[src/rtl/uart_tx_frame_controller_pkg.sv]
// Shared UART definitions: frame state encodings, bit indices,
// parity mode and enable constants used by TX, RX and parity blocks.
package uart_tx_frame_controller_pkg;

  typedef enum logic [4:0] {
    INTERVAL  = 5'b00001,
    STARTBIT  = 5'b00010,
    DATABITS  = 5'b00100,
    PARITYBIT = 5'b01000,
    STOPBIT   = 5'b10000
  } tx_state_e;

  localparam logic [3:0] BIT0 = 4'd0;
  localparam logic [3:0] BIT1 = 4'd1;
  localparam logic [3:0] BIT2 = 4'd2;
  localparam logic [3:0] BIT3 = 4'd3;
  localparam logic [3:0] BIT4 = 4'd4;
  localparam logic [3:0] BIT5 = 4'd5;
  localparam logic [3:0] BIT6 = 4'd6;
  localparam logic [3:0] BIT7 = 4'd7;

  localparam logic EVEN    = 1'b0;
  localparam logic ODD     = 1'b1;
  localparam logic ENABLE  = 1'b1;
  localparam logic DISABLE = 1'b0;

endpackage

[src/rtl/uart_tx_frame_controller_if.sv]
// Byte handshake between the TX FIFO and the frame controller.
interface uart_tx_frame_controller_if;

  logic       TxValid_i;
  logic [7:0] TxData_i;
  logic       TxReady_o;

  modport master (
    output TxValid_i,
    output TxData_i,
    input  TxReady_o
  );

  modport slave (
    input  TxValid_i,
    input  TxData_i,
    output TxReady_o
  );

endinterface

[src/rtl/uart_tx_frame_controller.sv]
// UART transmit frame sequencer: one-byte holding register, one-hot
// frame FSM paced by the baud pulse, and a registered TxD line.
module uart_tx_frame_controller
  import uart_tx_frame_controller_pkg::*;
#(
  parameter int STOP_BITS = 1
) (
  input  logic                       clk,
  input  logic                       rst,
  input  logic                       p_BaudSig_i,
  uart_tx_frame_controller_if.slave  tx,
  input  logic                       ParityEnable_i,
  input  logic                       ParityResult_i,
  output logic [4:0]                 State_o,
  output logic [3:0]                 BitCounter_o,
  output logic [7:0]                 Data_o,
  output logic                       TxD_o,
  output logic                       Busy_o
);

  localparam logic [3:0] LAST_STOP = 4'(STOP_BITS - 1);

  tx_state_e  state_q;
  logic [3:0] cnt_q;
  logic [7:0] data_q;
  logic [7:0] hold_q;
  logic       full_q;
  logic       par_en_q;
  logic       txd_q;
  logic       accept;
  logic [2:0] nxt_idx;

  assign accept       = tx.TxValid_i & ~full_q;
  assign tx.TxReady_o = ~full_q;
  assign nxt_idx      = cnt_q[2:0] + 3'd1;

  assign State_o      = state_q;
  assign BitCounter_o = cnt_q;
  assign Data_o       = data_q;
  assign TxD_o        = txd_q;
  assign Busy_o       = (state_q != INTERVAL);

  always_ff @(posedge clk) begin
    if (rst) begin
      state_q  <= INTERVAL;
      cnt_q    <= BIT0;
      data_q   <= '0;
      hold_q   <= '0;
      full_q   <= 1'b0;
      par_en_q <= 1'b0;
      txd_q    <= 1'b1;
    end else begin
      if (accept) begin
        hold_q <= tx.TxData_i;
        full_q <= 1'b1;
      end
      // accept needs !full and a frame start needs full, so they never collide
      case (state_q)
        INTERVAL: begin
          if (p_BaudSig_i && full_q) begin
            data_q   <= hold_q;
            full_q   <= 1'b0;
            par_en_q <= ParityEnable_i;
            state_q  <= STARTBIT;
            txd_q    <= 1'b0;
          end
        end
        STARTBIT: begin
          if (p_BaudSig_i) begin
            state_q <= DATABITS;
            cnt_q   <= BIT0;
            txd_q   <= data_q[0];
          end
        end
        DATABITS: begin
          if (p_BaudSig_i) begin
            if (cnt_q == BIT7) begin
              cnt_q <= BIT0;
              if (par_en_q) begin
                state_q <= PARITYBIT;
                txd_q   <= ParityResult_i;
              end else begin
                state_q <= STOPBIT;
                txd_q   <= 1'b1;
              end
            end else begin
              cnt_q <= cnt_q + 4'd1;
              txd_q <= data_q[nxt_idx];
            end
          end
        end
        PARITYBIT: begin
          if (p_BaudSig_i) begin
            state_q <= STOPBIT;
            cnt_q   <= BIT0;
            txd_q   <= 1'b1;
          end
        end
        STOPBIT: begin
          if (p_BaudSig_i) begin
            txd_q <= 1'b1;
            if (cnt_q == LAST_STOP) begin
              state_q <= INTERVAL;
              cnt_q   <= BIT0;
            end else begin
              cnt_q <= cnt_q + 4'd1;
            end
          end
        end
        default: begin
          state_q <= INTERVAL;
          cnt_q   <= BIT0;
          txd_q   <= 1'b1;
        end
      endcase
    end
  end

endmodule
[src/flat_wrapper.sv]
// flat-port wrapper written by rule: the top's interface ports become plain ports
module uart_tx_frame_controller_flat import uart_tx_frame_controller_pkg::*;
#(
  parameter int STOP_BITS = 1
)
  (clk, rst, p_BaudSig_i, ParityEnable_i, ParityResult_i, State_o, BitCounter_o, Data_o, TxD_o, Busy_o, tx_TxValid_i, tx_TxData_i, tx_TxReady_o);
  uart_tx_frame_controller_if tx_i ();
  input  logic clk;
  input  logic rst;
  input  logic p_BaudSig_i;
  input  logic ParityEnable_i;
  input  logic ParityResult_i;
  output logic [4:0] State_o;
  output logic [3:0] BitCounter_o;
  output logic [7:0] Data_o;
  output logic TxD_o;
  output logic Busy_o;
  input wire logic [$bits(tx_i.TxValid_i)-1:0] tx_TxValid_i;
  input wire logic [$bits(tx_i.TxData_i)-1:0] tx_TxData_i;
  output wire logic [$bits(tx_i.TxReady_o)-1:0] tx_TxReady_o;
  assign tx_i.TxValid_i = tx_TxValid_i;
  assign tx_i.TxData_i = tx_TxData_i;
  assign tx_TxReady_o = tx_i.TxReady_o;
  uart_tx_frame_controller #(.STOP_BITS(STOP_BITS)) u_core (.clk(clk), .rst(rst), .p_BaudSig_i(p_BaudSig_i), .tx(tx_i), .ParityEnable_i(ParityEnable_i), .ParityResult_i(ParityResult_i), .State_o(State_o), .BitCounter_o(BitCounter_o), .Data_o(Data_o), .TxD_o(TxD_o), .Busy_o(Busy_o));
endmodule
[config.mk]
export PLATFORM = sky130hd
export DESIGN_NAME = uart_tx_frame_controller_flat
export DESIGN_NICKNAME = d
export VERILOG_FILES = /design/src/rtl/uart_tx_frame_controller_pkg.sv /design/src/rtl/uart_tx_frame_controller_if.sv /design/src/rtl/uart_tx_frame_controller.sv /design/src/flat_wrapper.sv
export SDC_FILE = /design/constraint.sdc
export NUM_CORES = 1
export LEC_CHECK = 0
export ABC_AREA = 1
export CAP_MARGIN = 0
export CORE_ASPECT_RATIO = 1.4
export CORE_MARGIN = 8
export CORE_UTILIZATION = 40
export CTS_CLUSTER_SIZE = 24
export DETAILED_ROUTE_END_ITERATION = 8
export PLACE_DENSITY = 0.63
export SLEW_MARGIN = 20
export SYNTH_ARGS = -nofsm -noshare
export SYNTH_HDL_FRONTEND = slang
export SYNTH_SLANG_ARGS = --single-unit
[constraint.sdc]
create_clock -name clk -period 1.6 [get_ports clk]
set_input_delay 0.4 -clock clk [delete_from_list [all_inputs] [get_ports clk]]
set_output_delay 0.4 -clock clk [all_outputs]
set_load 0.01 [all_outputs]
==> flow_metrics.py <==
metrics = {
    "flow_run": {
        "drv_cap": 0,
    },
    "worst_setup_path": {
        "slowest_delay_ns": 0.38,
        "cp-start-kind": "flop",
        "r2r-end": "u_core.State_o[3]$_SDFFE_PP0P_",
        "crit_fanout": 4,
        "timing.rr.start": "u_core.BitCounter_o[0]$_SDFFE_PP0P_",
        "reg2reg_slack_ns": 0.17,
        "cp-end-kind": "output port",
        "reg2reg_depth": 10,
        "cp_num_buf_inv": 1,
        "arrival_ns": 1.14,
        "path_cells": "nor2_4 > nand3_4 > dlygate4sd2_1",
        "path_delay_family": "flip-flops",
        "crit_type": "reg2out",
        "slowest_stage": "dfxtp_4",
        "crit_required_ns": 1.20,
    },
    "route": {
        "routed_wl_um": 3670,
        "drc": 0,
        "first_iter_violations": 31,
        "wl_per_cell_um": 11.8,
        "wl_met1_um": 1540,
        "highest_layer": "met4",
        "wl_met3_um": 206,
        "dr.pass1.iters": 4,
        "antenna_left": 0,
        "vias": 1505,
        "met2_wirelength_um": 1890,
        "avgViaCountPerCell": 4.85,
    },
    "synth": {
        "synth_area_per_cell_um2": 6.86,
        "synth_nets": 238,
        "syn_area_um2": 1520,
        "yosys_warnings": 0,
        "synth.distinct_cells": 25,
        "synth_seq_area_share_pct": 36.8,
        "syn_inst": 222,
        "ys_seq_elements": 28,
    },
    "timing": {
        "holdWs_ns": 0.490,
        "max_clock_freq_ghz": 0.649,
        "fin_setup_tns_ns": 0,
        "min_period_ns": 1.54,
        "slew_headroom_pct": 81.7,
        "final.period_utilization_pct": 96.4,
        "grt_setup_unrepaired": "false",
        "fin_worst_skew_ns": 0.00143,
        "tightest_slew_ns": 0.273,
        "slew_violations": 0,
        "setup_slack_ns": 0.0580,
        "hold_violations": 0,
        "setup_violations": 0,
    },
    "final_layout": {
        "nets": 286,
        "instances_no_fill": 310,
        "drive_above_1_share_pct": 18.7,
        "area_delta_synth_final_pct": 34.8,
        "diodes": 0,
        "fillCellCount": 360,
    },
    "cts": {
        "clock_latency_ns": 0.27,
        "clock-sinks": 28,
        "htree_num_levels": 1,
        "cts_buffers": 3,
        "clock_path_buffers": 2,
        "post_cts_buffers": 0,
        "tritoncts": "yes",
        "clockRootBuffer": "clkbuf_8",
        "clk_pin_slew_ns": 0.09,
        "hold_buffers": 0,
    },
    "power": {
        "power_uw": 3580,
        "ir_drop_uv": 1280,
        "p_leak_uw": 0.00108,
        "powerDensity_nw_per_um2": 1740,
    },
    "global_routing": {
        "grt_max_degree": 27,
        "antenna_found_initial": 0,
        "overflow": 0,
        "track_usage_pct": 14.3,
        "grt_pass1_wl_um": 7000,
        "grt_pass1_vias": 1565,
    },
    "die": {
        "die-area_um2": 6070,
        "die_h_um": 89.0,
        "rows": 26,
        "die_w_um": 68.1,
        "start_util_pct": 41.8,
        "core_um2": 3640,
        "num_io_pins": 34,
    },
    "placed_design": {
        "dpl.hpwl_um": 2840,
        "place_inst": 307,
        "port_buffers": 33,
        "dp_slack_ns": -0.167,
        "gp_congestion": 0.794,
    },
    "worst_hold_path": {
        "worst_hold_path.num_cells": 2,
        "worstHoldStart": "u_core.par_en_q$_SDFFE_PP0P_",
        "hold-path-endpoint": "u_core.par_en_q$_SDFFE_PP0P_",
        "hold_path.class": "reg2reg",
    },
    "outcome": {
        "status": "completed",
    },
}
synth_stat cells (all sizes together):
cell	n	area, µm²
nor2	59	275
nand2	42	178
dfxtp	28	561
inv	24	90.1
nand3	24	143
o21ai	21	109
a21oi	9	45.0
nand4	6	43.8
buf	3	27.5
ha	2	25.0
clkbuf	1	3.75
nor3	1	5.00
xnor2	1	8.76
xor2	1	8.76
sequential cells by signal, indices dropped and copies added, names as in the netlist:
signal               flops
u_core.BitCounter_o      4
u_core.Data_o            8
u_core.par_en_q          1
u_core.full_q            1
u_core.TxD_o             1
u_core.hold_q            8
u_core.State_o           5
worst register-to-register path, delay by kind of cell (launching register included):
kind | cells | cell delay [ns]
adders and majority gates | 1 | 0.21
buffers and inverters | 1 | 0.07
DFF | 1 | 0.37
and+or+nand+nor | 8 | 0.67
layout make-up:
| cell class | count | area (µm²) | area share, % |
|---|---|---|---|
| clock buffers | 3 | 41.3 | 2.01 |
| inverters | 24 | 90.1 | 4.39 |
| multi-input cells | 166 | 848 | 41.3 |
| flip-flops and latches | 28 | 576 | 28.0 |
| well taps | 42 | 52.6 | 2.56 |
| repair buffers | 47 | 444 | 21.6 |
power breakdown:
| part | switching, µW | leakage, µW | internal, µW | total, µW |
|---|---|---|---|---|
| combinational | 1230 | 0.000822 | 919 | 2150 |
| clock | 207 | 0.0000216 | 169 | 376 |
| sequential | 159 | 0.000233 | 890 | 1050 |
routing by layer:
metal  global-route usage (%)  up-vias
li1                         -      807
met4                     3.36        0
met3                     3.39        5
met1                     17.2      663
met2                     24.7       30
met5                        0        -
cells in the final DEF, fill, tap and decap left out, drive strengths merged:
cell type and instances:
ha 2, buf 14, dlymetal6s2s 5, a21oi 9, clkdlybuf4s50 15, nand2 42
xor2 1, nor2 59, nand3 24, dfxtp 28, dlygate4sd2 13, xnor2 1
nand4 6, clkbuf 3, inv 24, o21ai 21, nor3 1
logic make-up after synthesis:
| kind of cell | share of synthesized area, % |
|---|---|
| AO/OA/AOI/OAI | 10.1 |
| XOR/XNOR | 1.15 |
| AND/OR/NAND/NOR | 42.3 |
| flip-flops | 36.8 |
| buffers and inverters | 7.97 |
| adder cells (fa/ha/maj) | 1.64 |
timing repair:
| item | 4_1_cts | 5_1_grt |
|---|---|---|
| gates resized for setup | 21 | 10 |
| pin swaps | 0 | 3 |
| setup endpoints to repair | 14 | 11 |
how the worst max path moves through the flow:
stage,start,endpoint,slack (ns),depth (start not counted)
6_report,u_core.State_o[1]$_SDFFE_PP0P_,Busy_o,0.06,3
5_1_grt,u_core.State_o[1]$_SDFFE_PP0P_,Busy_o,0.0003,3
4_1_cts,u_core.Data_o[2]$_SDFFE_PP0P_,Data_o[2],0.0006,1
3_5_place_dp,p_BaudSig_i,u_core.State_o[3]$_SDFFE_PP0P_,-0.17,8
3_3_place_gp,p_BaudSig_i,u_core.State_o[3]$_SDFFE_PP0P_,-0.14,8
2_1_floorplan,u_core.BitCounter_o[0]$_SDFFE_PP0P_,u_core.TxD_o$_SDFFE_PP1P_,0.04,11
stage by stage:
stage | util (%) | cell area [µm²]
after floorplan | - | 1520
after global placement | 54.7 | 1990
after detailed placement | 54.7 | 1990
after CTS | 55.7 | 2030
after global routing | 56.3 | 2050
final | 56.3 | 2050
Power figures use the tool's default switching activity.
==> RTL edit 1, RTL diff (config.mk and constraints unchanged) <==
Register the input `p_BaudSig_i` before use, with the module's reset. The logic sees it one clock later. The other inputs are not delayed to match.
--- a/src/rtl/uart_tx_frame_controller.sv
+++ b/src/rtl/uart_tx_frame_controller.sv
@@ -20,4 +20,14 @@
 
   localparam logic [3:0] LAST_STOP = 4'(STOP_BITS - 1);
+
+  logic p_BaudSig_q;
+
+  always_ff @(posedge clk) begin
+    if (rst) begin
+      p_BaudSig_q <= '0;
+    end else begin
+      p_BaudSig_q <= p_BaudSig_i;
+    end
+  end
 
   tx_state_e  state_q;
@@ -58,5 +68,5 @@
       case (state_q)
         INTERVAL: begin
-          if (p_BaudSig_i && full_q) begin
+          if (p_BaudSig_q && full_q) begin
             data_q   <= hold_q;
             full_q   <= 1'b0;
@@ -67,5 +77,5 @@
         end
         STARTBIT: begin
-          if (p_BaudSig_i) begin
+          if (p_BaudSig_q) begin
             state_q <= DATABITS;
             cnt_q   <= BIT0;
@@ -74,5 +84,5 @@
         end
         DATABITS: begin
-          if (p_BaudSig_i) begin
+          if (p_BaudSig_q) begin
             if (cnt_q == BIT7) begin
               cnt_q <= BIT0;
@@ -91,5 +101,5 @@
         end
         PARITYBIT: begin
-          if (p_BaudSig_i) begin
+          if (p_BaudSig_q) begin
             state_q <= STOPBIT;
             cnt_q   <= BIT0;
@@ -98,5 +108,5 @@
         end
         STOPBIT: begin
-          if (p_BaudSig_i) begin
+          if (p_BaudSig_q) begin
             txd_q <= 1'b1;
             if (cnt_q == LAST_STOP) begin
Check against the original RTL: not equivalent (Yosys sat finds a counterexample within 4 cycles, from zero or initial values and one cycle with rst high).
==> RTL edit 1 against the original RTL <==
  * Utilization grew 0.61 points
  * Wire length grew 5.4%
  * Area after synthesis is 2.2% lower
  * Power up 2.7%
  * Non-clock buffer count down 1
  * Cell area rose by 0.18%
  * Worst setup slack lost 0.015 ns
  * Sequential cell count increased by 1
  * Combinational power down 5%
  * Critical endpoint is now State_o[4]
  * Largest power group unchanged
  * Synthesized cell count fell by 1.8%
==> RTL edit 1: results (changes against the original RTL) <==
{| class="wikitable"
! Metric !! Value
|-
| Hold Startpoint || u_core.hold_q[7]
|-
| Worst path slowest cell || sky130_fd_sc_hd__clkdlybuf4s50_1
|-
| Placed cell count || 303 (-1.3%)
|-
| GPL Wtd Cong || 0.8128 (+2.3%)
|-
| First-pass GRT wire length || 6706 µm (-4.1%)
|-
| Peak fanout along the critical path || 3 (-1)
|-
| Crit path max-delay family || buffers and inverters
|-
| Number of register bits inferred by synthesis || 29 (+3.6%)
|-
| Synth area leaders || sky130_fd_sc_hd__dfxtp_1, sky130_fd_sc_hd__nor2_1, sky130_fd_sc_hd__nand2_1
|-
| Transition time of the tightest slew-check pin || 0.3013 ns (+0.02852 ns)
|-
| Reg2Reg Launch Point || u_core.BitCounter_o[1]
|-
| Arrival time worst endpoint || 1.16 ns (+0.02 ns)
|-
| Internal Power || 2.117 mW (+7.0%)
|-
| Routed vias || 1538 (+2.2%)
|-
| Clock buffer cells || 7 (+4)
|-
| Synthesized-area fraction occupied by ao, oa, aoi and oai cells || 11.18% (+1.1 points)
|-
| Proportion of layout cells with a drive suffix above 1 || 16.04% (-2.6 points)
|-
| Share of total power in the clock network || 16.0% (+5.5 points)
|-
| FF/Latch Area || 589.3 µm² (+2.4%)
|-
| Run status || completed
|-
| Crit path launch || u_core.State_o[4]
|-
| Area fraction of clock buffers and clock inverters || 4.200% (+2.2 points)
|-
| Avg Vias per Cell || 4.961 (+2.2%)
|-
| Worst-case clock skew || 0.004359 ns (+0.002930 ns)
|-
| Count of buffers not belonging to the clock network in the layout || 46 (-2.1%)
|-
| Most used standard cells in the synthesized netlist || sky130_fd_sc_hd__nor2_1, sky130_fd_sc_hd__nand2_1, sky130_fd_sc_hd__dfxtp_1
|-
| Reported combinational group power || 2.05 mW (-5%)
|-
| Core utilization of the finished layout || 56.93% (+0.61 points)
|-
| CTS H-tree depth || 2 (+1)
|-
| TritonCTS Buffers || 5 (+2)
|-
| Crit path setup slack, layout || 0.04282 ns (-0.01519 ns)
|-
| Area post-placement || 0.001967 mm² (-1.3%)
|}
RTL edit 1: cell types whose count changed in the layout (fill, tap and decap cells not counted), moves of 3 or more:
cell | unedited run | this run
sky130_fd_sc_hd__o21ai_1 | 0 | 12
sky130_fd_sc_hd__dfxtp_1 | 20 | 24
sky130_fd_sc_hd__o21ai_0 | 20 | 9
sky130_fd_sc_hd__clkbuf_8 | 3 | 6
sky130_fd_sc_hd__nand2_1 | 37 | 33
RTL edit 1: per-layer routing:
metal  share of wire (%)  global-route usage (%)  vias up  routed length [µm]
met1                  43                   15.69      699                1666
met2                  51                   24.46       27                1989
met5                   0                       0        -                   0
met3                 3.5                   3.713        8                 135
met4                 2.0                   5.725        0                  78
li1                    -                       -      804                   -
RTL edit 1: final timing paths:
kind | to | cells after the start
max | State_o[4] | 1
max reg2reg | u_core.State_o[3] | 8
min reg2reg | u_core.hold_q[7] | 2
min | u_core.hold_q[7] | 2
==> RTL edit 2, RTL diff (config.mk and constraints unchanged) <==
Made on the original files. One comparison of `cnt_q` changes from == to >=.
--- a/src/rtl/uart_tx_frame_controller.sv
+++ b/src/rtl/uart_tx_frame_controller.sv
@@ -75,5 +75,5 @@
         DATABITS: begin
           if (p_BaudSig_i) begin
-            if (cnt_q == BIT7) begin
+            if (cnt_q >= BIT7) begin
               cnt_q <= BIT0;
               if (par_en_q) begin
Function: no difference found for any inputs over 10 cycles, from zero or initial values and one cycle with rst high; that may be too few to reach the edited logic, so the function may still have changed.
==> RTL edit 2 against the original RTL <==
  * Clock skew grew 0.00083 ns
  * Combinational power shrank 46%
  * Utilization shrank 0.082 points
  * Cell area shrank 1.0%
  * Clock power grew 2%
  * Sequential share of layout area grew 0.48 points
  * Worst setup slack lost 0.013 ns
  * Synthesized cell count shrank 2.7%
  * Area after synthesis shrank 2.8%
  * Power shrank 31%
  * Sequential cell count is the same
  * Count of clock-buffer cells in the layout is the same
  * Wire length grew 0.76%
  * Largest cell class unchanged
  * Largest power group unchanged
  * Highest routed layer unchanged
==> RTL edit 2: results (changes against the original RTL) <==
{| class="wikitable"
! Metric !! Value
|-
| Adder-cell share of the synthesized area || 1.691% (+0.047 points)
|-
| Relative slew slack || 78.65% (-3.0 points)
|-
| Worst Hold Endpoint || u_core.TxD_o
|-
| Run status || completed
|-
| Via count of the first global-routing pass || 1462 (-6.6%)
|-
| Reg-to-Reg End || u_core.State_o[4]
|-
| Most used standard cells in the synthesized netlist || sky130_fd_sc_hd__nor2_1, sky130_fd_sc_hd__nand2_1, sky130_fd_sc_hd__dfxtp_1
|-
| Sum of routed wire length over all layers || 3698 µm (+0.76%)
|-
| Max IR drop VDD || 1.001 mV (-22%)
|-
| Core utilization of the finished layout || 56.24% (-0.082 points)
|-
| Post-placement setup slack || -0.2095 ns (-0.04276 ns)
|-
| Worst-case register-to-register setup slack || 0.15 ns (-0.02 ns)
|-
| Routed met2 length || 1911 µm (+1.4%)
|-
| Final worst hold slack || 0.4654 ns (-0.02407 ns)
|-
| Placed cell count || 302 (-1.6%)
|-
| Reg2Reg Launch Point || u_core.State_o[2]
|-
| Met3 routed WL || 211 µm (+2.4%)
|-
| Synth area leaders || sky130_fd_sc_hd__dfxtp_1, sky130_fd_sc_hd__nor2_1, sky130_fd_sc_hd__nand2_1
|-
| Proportion of layout cells with a drive suffix above 1 || 19.77% (+1.1 points)
|-
| Register-to-Register Path Depth || 11 (+1)
|-
| Global-route total usage across every layer || 13.57% (-0.77 points)
|-
| Avg Vias per Cell || 4.987 (+2.7%)
|-
| Final critical delay including setup and external delays || 1.555 ns (+0.01290 ns)
|-
| M1 wire length || 1549 µm (+0.58%)
|-
| Pin count of the biggest net entering global routing || 17 (-37%)
|-
| Crit path launch || u_core.State_o[0]
|-
| Share of total power in the clock network || 15.7% (+5.2 points)
|-
| Static Leak || 1.006 nW (-6.6%)
|-
| NumNets Final || 281 (-1.7%)
|-
| Starting DRC count in detailed routing || 48 (+55%)
|-
| Synthesized-area fraction occupied by ao, oa, aoi and oai cells || 13.10% (+3.0 points)
|-
| Hold Startpoint || u_core.TxD_o
|-
| Fillcell total || 349 (-3.1%)
|-
| Distinct cells, synth || 24 (-4.0%)
|-
| Xor-xnor portion of the synthesized cell area || 1.183% (+0.033 points)
|-
| Synthesized instance count || 216 (-2.7%)
|-
| Internal Power || 1.485 mW (-25%)
|-
| Reported combinational group power || 1.16 mW (-46%)
|}
RTL edit 2: cell count changes after synthesis, moves of 2 or more:
cell and delta:
sky130_fd_sc_hd__nand3_1 -2, sky130_fd_sc_hd__nor2_2 +2, sky130_fd_sc_hd__o21ai_0 +3, sky130_fd_sc_hd__nand2_4 -2
sky130_fd_sc_hd__inv_2 -2, sky130_fd_sc_hd__nor2_1 -8, sky130_fd_sc_hd__a21oi_2 +3, sky130_fd_sc_hd__inv_1 -2
RTL edit 2: worst register-to-register path, cell delays in order, from the launching register on:
cell,delay (ns)
sky130_fd_sc_hd__dfxtp_2,0.37
sky130_fd_sc_hd__nor2_4,0.14
sky130_fd_sc_hd__buf_4,0.15
sky130_fd_sc_hd__nand2_1,0.05
sky130_fd_sc_hd__nor2_1,0.16
sky130_fd_sc_hd__nand2_1,0.10
sky130_fd_sc_hd__nand2_1,0.12
sky130_fd_sc_hd__nor2_4,0.06
sky130_fd_sc_hd__nand2_1,0.08
sky130_fd_sc_hd__nand2_1,0.06
sky130_fd_sc_hd__nand2_1,0.05
sky130_fd_sc_hd__nor2_1,0.03
RTL edit 2: layer usage:
metal / up-vias / global-route usage [%]
met3: 2 / 3.201
met4: 0 / 4.008
met2: 43 / 25.13
met5: - / 0
li1: 792 / -
met1: 684 / 14.52
RTL edit 2: final cells by class:
type,instances,area share [%]
repair buffers,50,22.37
inverters,20,3.697
multi-input cells,162,40.79
well taps,42,2.588
flip-flops and latches,28,28.53
clock buffers,3,2.033
RTL edit 2: timing repair:
action	in CTS	in global routing
resized for setup	25	11
setup endpoints to repair	16	14
cloned	0	0
hold endpoints to repair	0	0
